[config.mk]
export PLATFORM = sky130hd
export DESIGN_NAME = fpga_link_tx_fifo
export DESIGN_NICKNAME = d
export VERILOG_FILES = /design/src/rtl/fpga_link_tx_fifo.sv
export SDC_FILE = /design/constraint.sdc
export NUM_CORES = 1
export LEC_CHECK = 0
export BUFFER_PORTS_ARGS = -buffer_cell sky130_fd_sc_hd__buf_2
export CORE_UTILIZATION = 60
export DETAILED_ROUTE_END_ITERATION = 6
export PLACE_DENSITY = 0.79
export SLEW_MARGIN = 20
export SYNTH_ARGS = -nofsm -noshare
export SYNTH_HDL_FRONTEND = slang
export SYNTH_SLANG_ARGS = --single-unit
[constraint.sdc]
create_clock -name clk -period 4 [get_ports clk]
set_clock_uncertainty 0.05 [all_clocks]
set_input_delay 0.8 -clock clk [delete_from_list [all_inputs] [get_ports clk]]
set_output_delay 0.8 -clock clk [all_outputs]
set_load 0.05 [all_outputs]
[src/rtl/fpga_link_tx_fifo.sv]
// fpga_link_tx_fifo
//   Buffered FPGA-to-FPGA serial transmitter. Words pushed by local logic wait in a
//   small FIFO; each word is sent after a req/ack handshake with the partner FPGA,
//   one bit per clock with a frame strobe and an optional even-parity bit.
//
//   state  | meaning
//   IDLE   | nothing in flight, waiting for a buffered word and a released ack
//   REQ    | req_out high, waiting for synchronised ack (bounded by ACK_TIMEOUT)
//   SHIFT  | serialising the popped word (plus parity) on data_out/frame_out
//   FINISH | req_out dropped, waiting for the partner to release ack
//
// Ports
//   clk, reset            clock, asynchronous active-high reset
//   wr_en, wr_data        producer push interface
//   fifo_full, fifo_empty registered FIFO occupancy flags
//   req_out, ack_in       handshake with partner (ack_in is asynchronous)
//   data_out, frame_out   serial bit and its valid strobe
//   busy, done            FSM active; 1-cycle pulse per completed word
//   timeout_err           1-cycle pulse when the partner never acknowledged
module fpga_link_tx_fifo #(
    parameter int DATA_W      = 8,
    parameter int FIFO_DEPTH  = 4,
    parameter int MSB_FIRST   = 0,
    parameter int PARITY_EN   = 1,
    parameter int ACK_TIMEOUT = 255
) (
    input  logic              clk,
    input  logic              reset,
    input  logic              wr_en,
    input  logic [DATA_W-1:0] wr_data,
    output logic              fifo_full,
    output logic              fifo_empty,
    output logic              req_out,
    input  logic              ack_in,
    output logic              data_out,
    output logic              frame_out,
    output logic              busy,
    output logic              done,
    output logic              timeout_err
);

    localparam int N  = DATA_W + PARITY_EN;
    localparam int AW = (FIFO_DEPTH > 1) ? $clog2(FIFO_DEPTH) : 1;
    localparam int CW = $clog2(FIFO_DEPTH + 1);
    localparam int BW = $clog2(N + 1);
    localparam int WW = $clog2(ACK_TIMEOUT + 1);

    typedef enum logic [1:0] {IDLE, REQ, SHIFT, FINISH} state_t;

    logic [DATA_W-1:0] mem [FIFO_DEPTH];
    logic [AW-1:0]     wr_ptr, rd_ptr;
    logic [CW-1:0]     count, count_next;
    logic              push, pop;
    logic [DATA_W-1:0] head;

    logic              ack_m, ack_s;
    state_t            state;
    logic [WW-1:0]     wait_cnt;
    logic [BW-1:0]     bit_cnt;
    logic [N-1:0]      frame, shreg;

    // Pop only happens on the REQ->SHIFT transition; a write into a full FIFO
    // is still taken in that same cycle because a slot frees up.
    assign pop  = (state == REQ) && ack_s;
    assign push = wr_en && (!fifo_full || pop);
    assign head = mem[rd_ptr];

    always_comb begin
        count_next = count + CW'(push) - CW'(pop);
    end

    // Frame laid out in transmission order: bit 0 goes out first.
    always_comb begin
        frame = '0;
        for (int i = 0; i < DATA_W; i++) begin
            frame[i] = (MSB_FIRST != 0) ? head[DATA_W-1-i] : head[i];
        end
        if (PARITY_EN != 0) begin
            frame[N-1] = ^head;
        end
    end

    always_ff @(posedge clk) begin
        if (push) begin
            mem[wr_ptr] <= wr_data;
        end
    end

    always_ff @(posedge clk or posedge reset) begin
        if (reset) begin
            wr_ptr     <= '0;
            rd_ptr     <= '0;
            count      <= '0;
            fifo_full  <= 1'b0;
            fifo_empty <= 1'b1;
        end else begin
            if (push) wr_ptr <= wr_ptr + AW'(1);
            if (pop)  rd_ptr <= rd_ptr + AW'(1);
            count      <= count_next;
            fifo_full  <= (count_next == CW'(FIFO_DEPTH));
            fifo_empty <= (count_next == '0);
        end
    end

    always_ff @(posedge clk or posedge reset) begin
        if (reset) begin
            ack_m <= 1'b0;
            ack_s <= 1'b0;
        end else begin
            ack_m <= ack_in;
            ack_s <= ack_m;
        end
    end

    always_ff @(posedge clk or posedge reset) begin
        if (reset) begin
            state       <= IDLE;
            wait_cnt    <= '0;
            bit_cnt     <= '0;
            shreg       <= '0;
            req_out     <= 1'b0;
            data_out    <= 1'b0;
            frame_out   <= 1'b0;
            busy        <= 1'b0;
            done        <= 1'b0;
            timeout_err <= 1'b0;
        end else begin
            done        <= 1'b0;
            timeout_err <= 1'b0;
            case (state)
                IDLE: begin
                    // Wait for the partner to release ack before asking again.
                    if (!fifo_empty && !ack_s) begin
                        state    <= REQ;
                        req_out  <= 1'b1;
                        busy     <= 1'b1;
                        wait_cnt <= '0;
                    end
                end
                REQ: begin
                    if (ack_s) begin
                        state     <= SHIFT;
                        shreg     <= frame >> 1;
                        data_out  <= frame[0];
                        frame_out <= 1'b1;
                        bit_cnt   <= '0;
                    end else if (wait_cnt == WW'(ACK_TIMEOUT - 1)) begin
                        // Head word stays in the FIFO and is retried.
                        state       <= IDLE;
                        req_out     <= 1'b0;
                        busy        <= 1'b0;
                        timeout_err <= 1'b1;
                    end else begin
                        wait_cnt <= wait_cnt + WW'(1);
                    end
                end
                SHIFT: begin
                    // bit_cnt is the index of the bit currently on data_out.
                    if (bit_cnt == BW'(N - 1)) begin
                        state     <= FINISH;
                        frame_out <= 1'b0;
                        data_out  <= 1'b0;
                        req_out   <= 1'b0;
                    end else begin
                        bit_cnt  <= bit_cnt + BW'(1);
                        data_out <= shreg[0];
                        shreg    <= shreg >> 1;
                    end
                end
                FINISH: begin
                    if (!ack_s) begin
                        state <= IDLE;
                        busy  <= 1'b0;
                        done  <= 1'b1;
                    end
                end
                default: state <= IDLE;
            endcase
        end
    end

endmodule

# Yosys cells after proc, flatten, opt, wreduce, memory -nomap -nowiden
# Memories as Yosys holds them, arrays and structs flattened.
# Cells that the tools add are included.
# totals
input_bits,12
mem_bits_rw,32
elab_cells,95
n_memories,1
output_inout_bits,8
ff_bits,40
# mem_list
memory,depth,width,rd,rd_clocked_by_memory_dff,write_ports,line_no,text
mem,4,8,1,0,1,50,logic [DATA_W-1:0] mem [FIFO_DEPTH];
# op_classes
reduce_logical,21
n_eq_ne,15
muxes,35
add_sub_neg,6
# ops
cell,count
8-bit 2-to-1 mux,3
9-bit 2-to-1 mux,2
9-bit case mux with 2 select lines,1
8-bit case mux with 2 select lines,1
1-bit 2-to-1 mux,15
2-bit != test (second input constant),7
2-bit 2-to-1 mux,5
5-bit AND reduction,2
8-bit by 1-bit adder with 8-bit output (second input constant),1
8-bit == test (second input constant),1
4-bit 2-to-1 mux,2
2-bit case mux with 4 select lines,1
4-bit case mux with 2 select lines,1
4-bit AND reduction,2
8-bit XOR reduction,1
1-bit case mux with 3 select lines,2
3-bit AND reduction,2
3-bit nonzero test,2
2-bit by 1-bit adder with 2-bit output (second input constant),2
4-bit by 1-bit adder with 4-bit output (second input constant),1
2-bit == test (second input constant),2
4-bit == test (second input constant),1
1-bit case mux with 2 select lines,2
2-bit nonzero test,2
12 further kinds,16

# Longest topological paths before layout
# Gate-level depths: netlist of run 1.
# logic_depth
word_depth,7
depth_mapped,14
mapped_depth_nobuf,13

# Least setup slack after synthesis of run 1
# OpenSTA, ideal clock, no wires.
# synth_timing
kind,register to register
startpoint,register with a tool-made name
endpoint,register fifo_full
setup_ns,0.088
setup_slack_ns,0.964
stages_incl_launch_ff,15
synth_period_minus_slack_ns,3.036
path_buffers,1
arrival_ns,2.898
required_time_ns,3.862
path_cell_list,dfrtp_1 -> inv_1 -> ha_1 -> clkbuf_1 -> nand2_1 -> a21boi_1 -> inv_1 -> ha_1 -> inv_1 -> ha_1 -> inv_1 -> fa_1 -> xnor2_1 -> xnor2_1 -> nor3b_1
# synth_lines
element,line_no,text
to (signal assigned),100,fifo_full <= (count_next == CW'(FIFO_DEPTH));
to (decl),31,"output logic fifo_full,"

==> impl_metrics.csv, run 1 <==
group,metric,value,unit
clock_network,ctsResizeCount,0,
floorplanning,die-area,0.00566,sq mm
timing,setup-violations-final,0,
clock_network,clk_latency,330,ps
clock_network,root_buffer,"clkbuf_8",
synth,syn-num-nets,276,
synth,synth_top_cell_by_area,"edfxtp_1",
detailed_routing,drt_pass1_iterations,4,
detailed_routing,drc,0,
synth,syn_area_per_cell,12.9,sq um
synth,yosysSeqAreaShare,60.3,%
floorplanning,die_h,75.2,um
global_routing,grt_use_total,20.7,%
critical_path,crit_family,"adder cells",
place,dp_cells,332,
finish,area_growth,12.3,%
critical_path,crit_slowest_cell,"a21boi_1",
critical_path,startpoint_type,"flip-flop",
critical_path,crit_path_end_kind,"flip-flop",
timing,tightest_slew,1010,ps
timing,setup_tns,0,ps
timing,drv_slew,0,
detailed_routing,wl,5.20,mm
clock_network,tritoncts,"yes",
critical_path,critical_path_class,"reg -> reg",
critical_path,max_stage_delay,470,ps
timing,finalHoldViolCount,0,
detailed_routing,routed_via_density,5.37,
clock_network,cts-buffers-inserted,9,
critical_path,crit_chain,"inv_1, ha_1, nand2_1, a21boi_1, inv_1, ha_1, inv_1, ha_1, inv_1, fa_1, xnor2_1, xnor2_1, nor3b_1",
power,p_switching,1.03,mW
detailed_routing,ant_nets,0,
place,place_congestion,0.783,
power,pwr-share-seq,38.8,%
critical_path,worst_ep_required_time,4190,ps
timing,fin_crit_sh,85.2,%
timing,relSlewSlack,31.7,%
synth,synth_ff_type,"dfrtp_1",
finish,post-route-util,70.3,%
synth,netlist_instances,249,
synth,synth-async-reset-ratio,54.9,%
finish,fin_cells,348,
power,p_clk_share,23.8,%
global_routing,grt_pass1_vias,1741,
job,maxCapViolCount,0,
timing,post-route-min-period,3410,ps
clock_network,post_cts_buffers,0,
power,p_leak,1.49,nW
clock_network,clock-sinks,71,
floorplanning,start_util,62.6,%
finish,diodes,0,
critical_path,crit_top_cell,"inv_1",
synth,synthTopCellsByCount,"38 x dfrtp_1, 32 x edfxtp_1, 25 x nor2_1, 17 x nand2_1, 15 x inv_1",
critical_path,path_buf_inv,4,
global_routing,grt_max_degree,40,
finish,layout.nets,300,
power,swShare,35.5,%
detailed_routing,drt_iter0_drc,152,
floorplanning,row_count,26,
synth,synth_edf_count,32,
timing,rsz0062_at_grt,"no",
worst_hold_path,hp-class,"reg -> reg",
synth,yosysWarningCount,0,
power,power_density,801,mW/mm^2
power,ir_drop,0.441,mV
floorplanning,ios,20,
synth,yosysTopAreaCellShare,29.9,%
clock_network,cts_hold_buf,0,
detailed_routing,post_drt_wl_per_cell,14.9,um
global_routing,grt_pass1_wl,8.36,mm
status,outcome,"completed",
critical_path,arrival,3590,ps
timing,fmax,294,MHz
clock_network,cts_max_path_buffers,2,
global_routing,antenna_found_initial,0,
power,comb_power_share,37.4,%
finish,drive_gt1_share,16.9,%
clock_network,clkSlewWorstSetupHoldPaths,80,ps
synth,syn_area,0.00322,sq mm
critical_path,cp_max_fo,13,
clock_network,htree_levels,3,
synth,synth_most_common_cell,"dfrtp_1",
detailed_routing,vias,1870,
global_routing,grt.overflow.total,0,
floorplanning,fp.dieW,75.2,um
synth,synth_area_leaders,"edfxtp_1 30%, dfrtp_1 30%, mux4_2 5.6%",
place,dp_hpwl,3.54,mm
floorplanning,core_area,0.00514,sq mm
power,intPower,1.87,mW
place,io_buffers,19,
synth,synth_seq_cells,71,
synth,synth_cell_types,37,
==> cell families after synthesis <==
kind of cell             synth area share, %
AND/OR/NAND/NOR                         11.0
flip-flops                              60.3
AO/OA/AOI/OAI                           5.33
buffers and inverters                   2.88
multiplexers                            9.34
XOR/XNOR                                5.10
adder cells (fa/ha/maj)                 6.07
==> state kept, by name, summed over array words and instances (netlist names), named ones only <==
name and cells:
state 1, fifo_full 1, mem 32, done 1
fifo_empty 1, req_out 1, count 3, wait_cnt 8
busy 1, shreg 8, timeout_err 1, ack_m 1
wr_ptr 2, ack_s 1, data_out 1, bit_cnt 4
rd_ptr 2, frame_out 1
==> cells in the final DEF (no fill, tap or decap), types with 2 or more instances in the layout <==
cell type | Yosys | routed
nand3_1 | 7 | 7
bufinv_16 | 0 | 3
nor3_1 | 3 | 3
clkbuf_8 | 0 | 9
nor2_1 | 25 | 25
nand2_1 | 17 | 17
and3_1 | 2 | 2
xnor2_2 | 2 | 2
a21oi_1 | 13 | 13
nor3b_1 | 2 | 2
o21ai_0 | 11 | 11
or3_1 | 3 | 3
mux4_2 | 8 | 8
mux2i_1 | 12 | 12
ha_1 | 14 | 14
dfrtp_1 | 38 | 38
clkinvlp_4 | 0 | 2
buf_2 | 1 | 19
xnor2_1 | 11 | 11
xor2_1 | 4 | 4
nor2b_1 | 4 | 4
inv_1 | 15 | 15
edfxtp_1 | 32 | 32
and2_1 | 6 | 6
==> per-layer routing <==
metal / vias to the layer above / share of wire, % / GRT usage [%]
met5: - / 0 / 0
met4: 0 / 1.4 / 7.41
met3: 7 / 3.7 / 6.16
met2: 32 / 44 / 29.7
met1: 910 / 50 / 30.4
li1: 921 / - / -
==> worst paths after layout <==
check | startpoint | end | slack, ps | depth (start not counted)
setup / recovery | flip-flop | fifo_full | 590 | 13
hold / removal | ack_m | ack_s | 320 | 0
setup reg to reg | flip-flop | fifo_full | 590 | 13
hold reg to reg | ack_m | ack_s | 320 | 0
max in group asynchronous | reset | fifo_empty | 3020 | 3
min in group asynchronous | reset | wait_cnt[3] | 530 | 3
==> worst register-to-register path, cell delays in order, from the launching register on <==
cell	delay (ps)
dfrtp_1	410
inv_1	120
ha_1	430
nand2_1	240
a21boi_1	470
inv_1	90
ha_1	300
inv_1	50
ha_1	130
inv_1	50
fa_1	370
xnor2_1	140
xnor2_1	210
nor3b_1	250
==> metrics by stage <==
step / power [mW] / area, sq um / hold slack [ps] / setup WS, ps
2_1_floorplan: 2.01 / 3220 / 281 / 964
3_3_place_gp: 2.18 / 3370 / 304 / 865
3_5_place_dp: 2.22 / 3370 / 301 / 604
4_1_cts: 2.91 / 3610 / 319 / 603
5_1_grt: 3.07 / 3610 / 329 / 270
6_report: 2.89 / 3610 / 320 / 593
==> final cells by class <==
type                    instances  area, sq um
multi-input cells             156         1180
flip-flops and latches         71         1940
repair buffers                 20          103
well taps                      70         87.6
fillers                       380         1530
inverters                      15         56.3
clock buffers                   9          124
clock inverters                 7          119
==> power by group through the flow <==
stage | clock network [mW] | registers (mW) | logic (mW)
4_1_cts | 0.698 | 1.13 | 1.09
3_5_place_dp | 0 | 1.14 | 1.09
5_1_grt | 0.727 | 1.15 | 1.19
2_1_floorplan | 0 | 1.15 | 0.857
6_report | 0.690 | 1.12 | 1.08
3_3_place_gp | 0 | 1.13 | 1.05
(Power assumes the default switching activity.)
==> run 2, diff against run 1 <==
--- a/config.mk
+++ b/config.mk
@@ -5,10 +5,10 @@
 export SDC_FILE = /design/constraint.sdc
 export NUM_CORES = 1
 export LEC_CHECK = 0
-export BUFFER_PORTS_ARGS = -buffer_cell sky130_fd_sc_hd__buf_2
+export BUFFER_PORTS_ARGS = -buffer_cell sky130_fd_sc_hd__buf_4
 export CORE_UTILIZATION = 60
 export DETAILED_ROUTE_END_ITERATION = 6
-export PLACE_DENSITY = 0.79
+export PLACE_DENSITY = 0.88
 export SLEW_MARGIN = 20
 export SYNTH_ARGS = -nofsm -noshare
 export SYNTH_HDL_FRONTEND = slang
==> run 2 against run 1 <==
  * Cell count is the same
  * Utilization grew 0.61 points
  * Maximum frequency shrank 1.3%
  * Combinational power is essentially flat
  * Critical endpoint unchanged
==> impl_metrics.csv, run 2 (synthesis gave the netlist of run 1 again) <==
group,metric,value,unit
status,outcome,"completed",
timing,fin_crit_sh,86.3,%
clock_network,clk_latency,350,ps
power,ir_drop,0.440,mV
timing,setup_tns,0,ps
clock_network,ctsResizeCount,0,
timing,worst_slack,547,ps
global_routing,grt_pass1_vias,1957,
timing,drv_slew,0,
critical_path,crit_top_cell,"inv_1",
worst_hold_path,hold_end,"ack_s",
timing,rsz0062_at_grt,"no",
worst_hold_path,hp-class,"reg -> reg",
clock_network,post_cts_buffers,0,
detailed_routing,drc,0,
timing,finalHoldViolCount,0,
detailed_routing,ant_nets,0,
floorplanning,row_count,26,
timing,relSlewSlack,28.3,%
clock_network,htree_levels,3,
place,io_buffers,19,
critical_path,critical_path_class,"reg -> reg",
timing,fmax,290,MHz
clock_network,cts_max_path_buffers,2,
finish,area_growth,13.3,%
place,place_congestion,0.830,
critical_path,arrival,3670,ps
floorplanning,core_area,0.00514,sq mm
critical_path,worst_ep_required_time,4210,ps
global_routing,grt_pass1_wl,9.18,mm
detailed_routing,post_drt_wl_per_cell,16.3,um
critical_path,crit_slowest_cell,"a21boi_1",
timing,tightest_slew,1060,ps
finish,layout_common_cells,"38 x dfrtp_1, 32 x edfxtp_1, 25 x nor2_1",
critical_path,crit_chain,"inv_1, ha_1, nand2_1, a21boi_1, inv_1, ha_1, inv_1, ha_1, inv_1, fa_1, xnor2_1, xnor2_1, nor3b_1",
power,power_density,791,mW/mm^2
clock_network,root_buffer,"clkbuf_8",
worst_hold_path,hold_start,"ack_m",
critical_path,crit_family,"adder cells",
floorplanning,fp.dieW,75.2,um
floorplanning,die_h,75.2,um
global_routing,antenna_found_initial,0,
critical_path,reg2reg_depth,13,
place,detailedPlace.worstSlack,683,ps
timing,setup-violations-final,0,
floorplanning,start_util,62.6,%
clock_network,cts-buffers-inserted,9,
critical_path,rrSetupSlack,550,ps
critical_path,crit_path_end_kind,"flip-flop",
finish,reg_top3,"mem x32, shreg x8, wait_cnt x8",
global_routing,grt.overflow.total,0,
detailed_routing,drt_pass1_iterations,5,
critical_path,path_buf_inv,4,
global_routing,grt_max_degree,40,
finish,regMostFlops,"mem",
finish,seq_area,0.00194,sq mm
detailed_routing,routed_via_density,5.55,
clock_network,tritoncts,"yes",
detailed_routing,vias,1931,
finish,fillCellCount,364,
clock_network,clock-sinks,71,
timing,post-route-min-period,3450,ps
floorplanning,die-area,0.00566,sq mm
clock_network,clkSlewWorstSetupHoldPaths,80,ps
clock_network,cts_hold_buf,0,
finish,final_common_cell,"dfrtp_1",
finish,post-route-util,70.9,%
critical_path,startpoint_type,"flip-flop",
finish,layout.nets,300,
finish,multi_input_area,0.00118,sq mm
power,p_leak,1.50,nW
job,maxCapViolCount,0,
finish,diodes,0,
place,dp_hpwl,3.78,mm
finish,drive_gt1_share,16.9,%
detailed_routing,drt_iter0_drc,151,
floorplanning,ios,20,
finish,largest_reg_flops,32,
detailed_routing,wl,5.66,mm
critical_path,cp_max_fo,13,
worst_hold_path,hold_depth,0,
global_routing,grt_use_total,23.5,%
critical_path,max_stage_delay,490,ps
critical_path,r2r_end,"fifo_full",
==> run 2: cell count changes in the layout (fill, tap and decap cells not counted), sizes merged <==
cell,delta
clkinvlp,-1
bufinv,-1
clkinv,+1
inv,+1
==> run 2: cell type report <==
class,instances,share of cell area [%]
Sequential cell,71,53.2
Multi-Input combinational cell,156,32.5
Timing Repair Buffer,20,4.12
Clock buffer,9,3.40
Clock inverter,7,2.82
Tap cell,70,2.40
Inverter,15,1.55
==> run 2: how the worst max path moves through the flow <==
stage | start | to | slack [ps] | cells after the start
after floorplan | flip-flop | fifo_full | 960 | 14
after global placement | flip-flop | fifo_full | 870 | 13
after detailed placement | flip-flop | fifo_full | 680 | 13
after CTS | flip-flop | fifo_full | 560 | 13
after global routing | flip-flop | fifo_full | 230 | 13
final | flip-flop | fifo_full | 550 | 13
==> run 2: stage by stage <==
step	instances	cell area [sq um]	hold slack, ps	power, mW
global route	348	3640	329	3.07
finish	348	3640	313	2.88
floorplan	249	3220	281	2.01
CTS	348	3640	318	2.90
global placement	332	3420	299	2.19
detailed placement	332	3420	300	2.24
==> run 2: metal layers <==
metal / up-vias / wire length [um] / share of wire (%) / track usage [%]
li1: 924 / - / - / -
met1: 963 / 2510 / 44 / 29.5
met2: 33 / 2820 / 50 / 38.6
met3: 11 / 226 / 4.0 / 6.83
met4: 0 / 106 / 1.9 / 9.47
met5: - / 0 / 0 / 0
==> run 2: power by group <==
part / leakage, nW / total, mW / internal, mW / switching, mW
Clock: 0.110 / 0.647 / 0.357 / 0.290
Sequential: 0.774 / 1.13 / 0.976 / 0.152
Combinational: 0.618 / 1.11 / 0.493 / 0.614
Total: 1.50 / 2.88 / 1.83 / 1.06
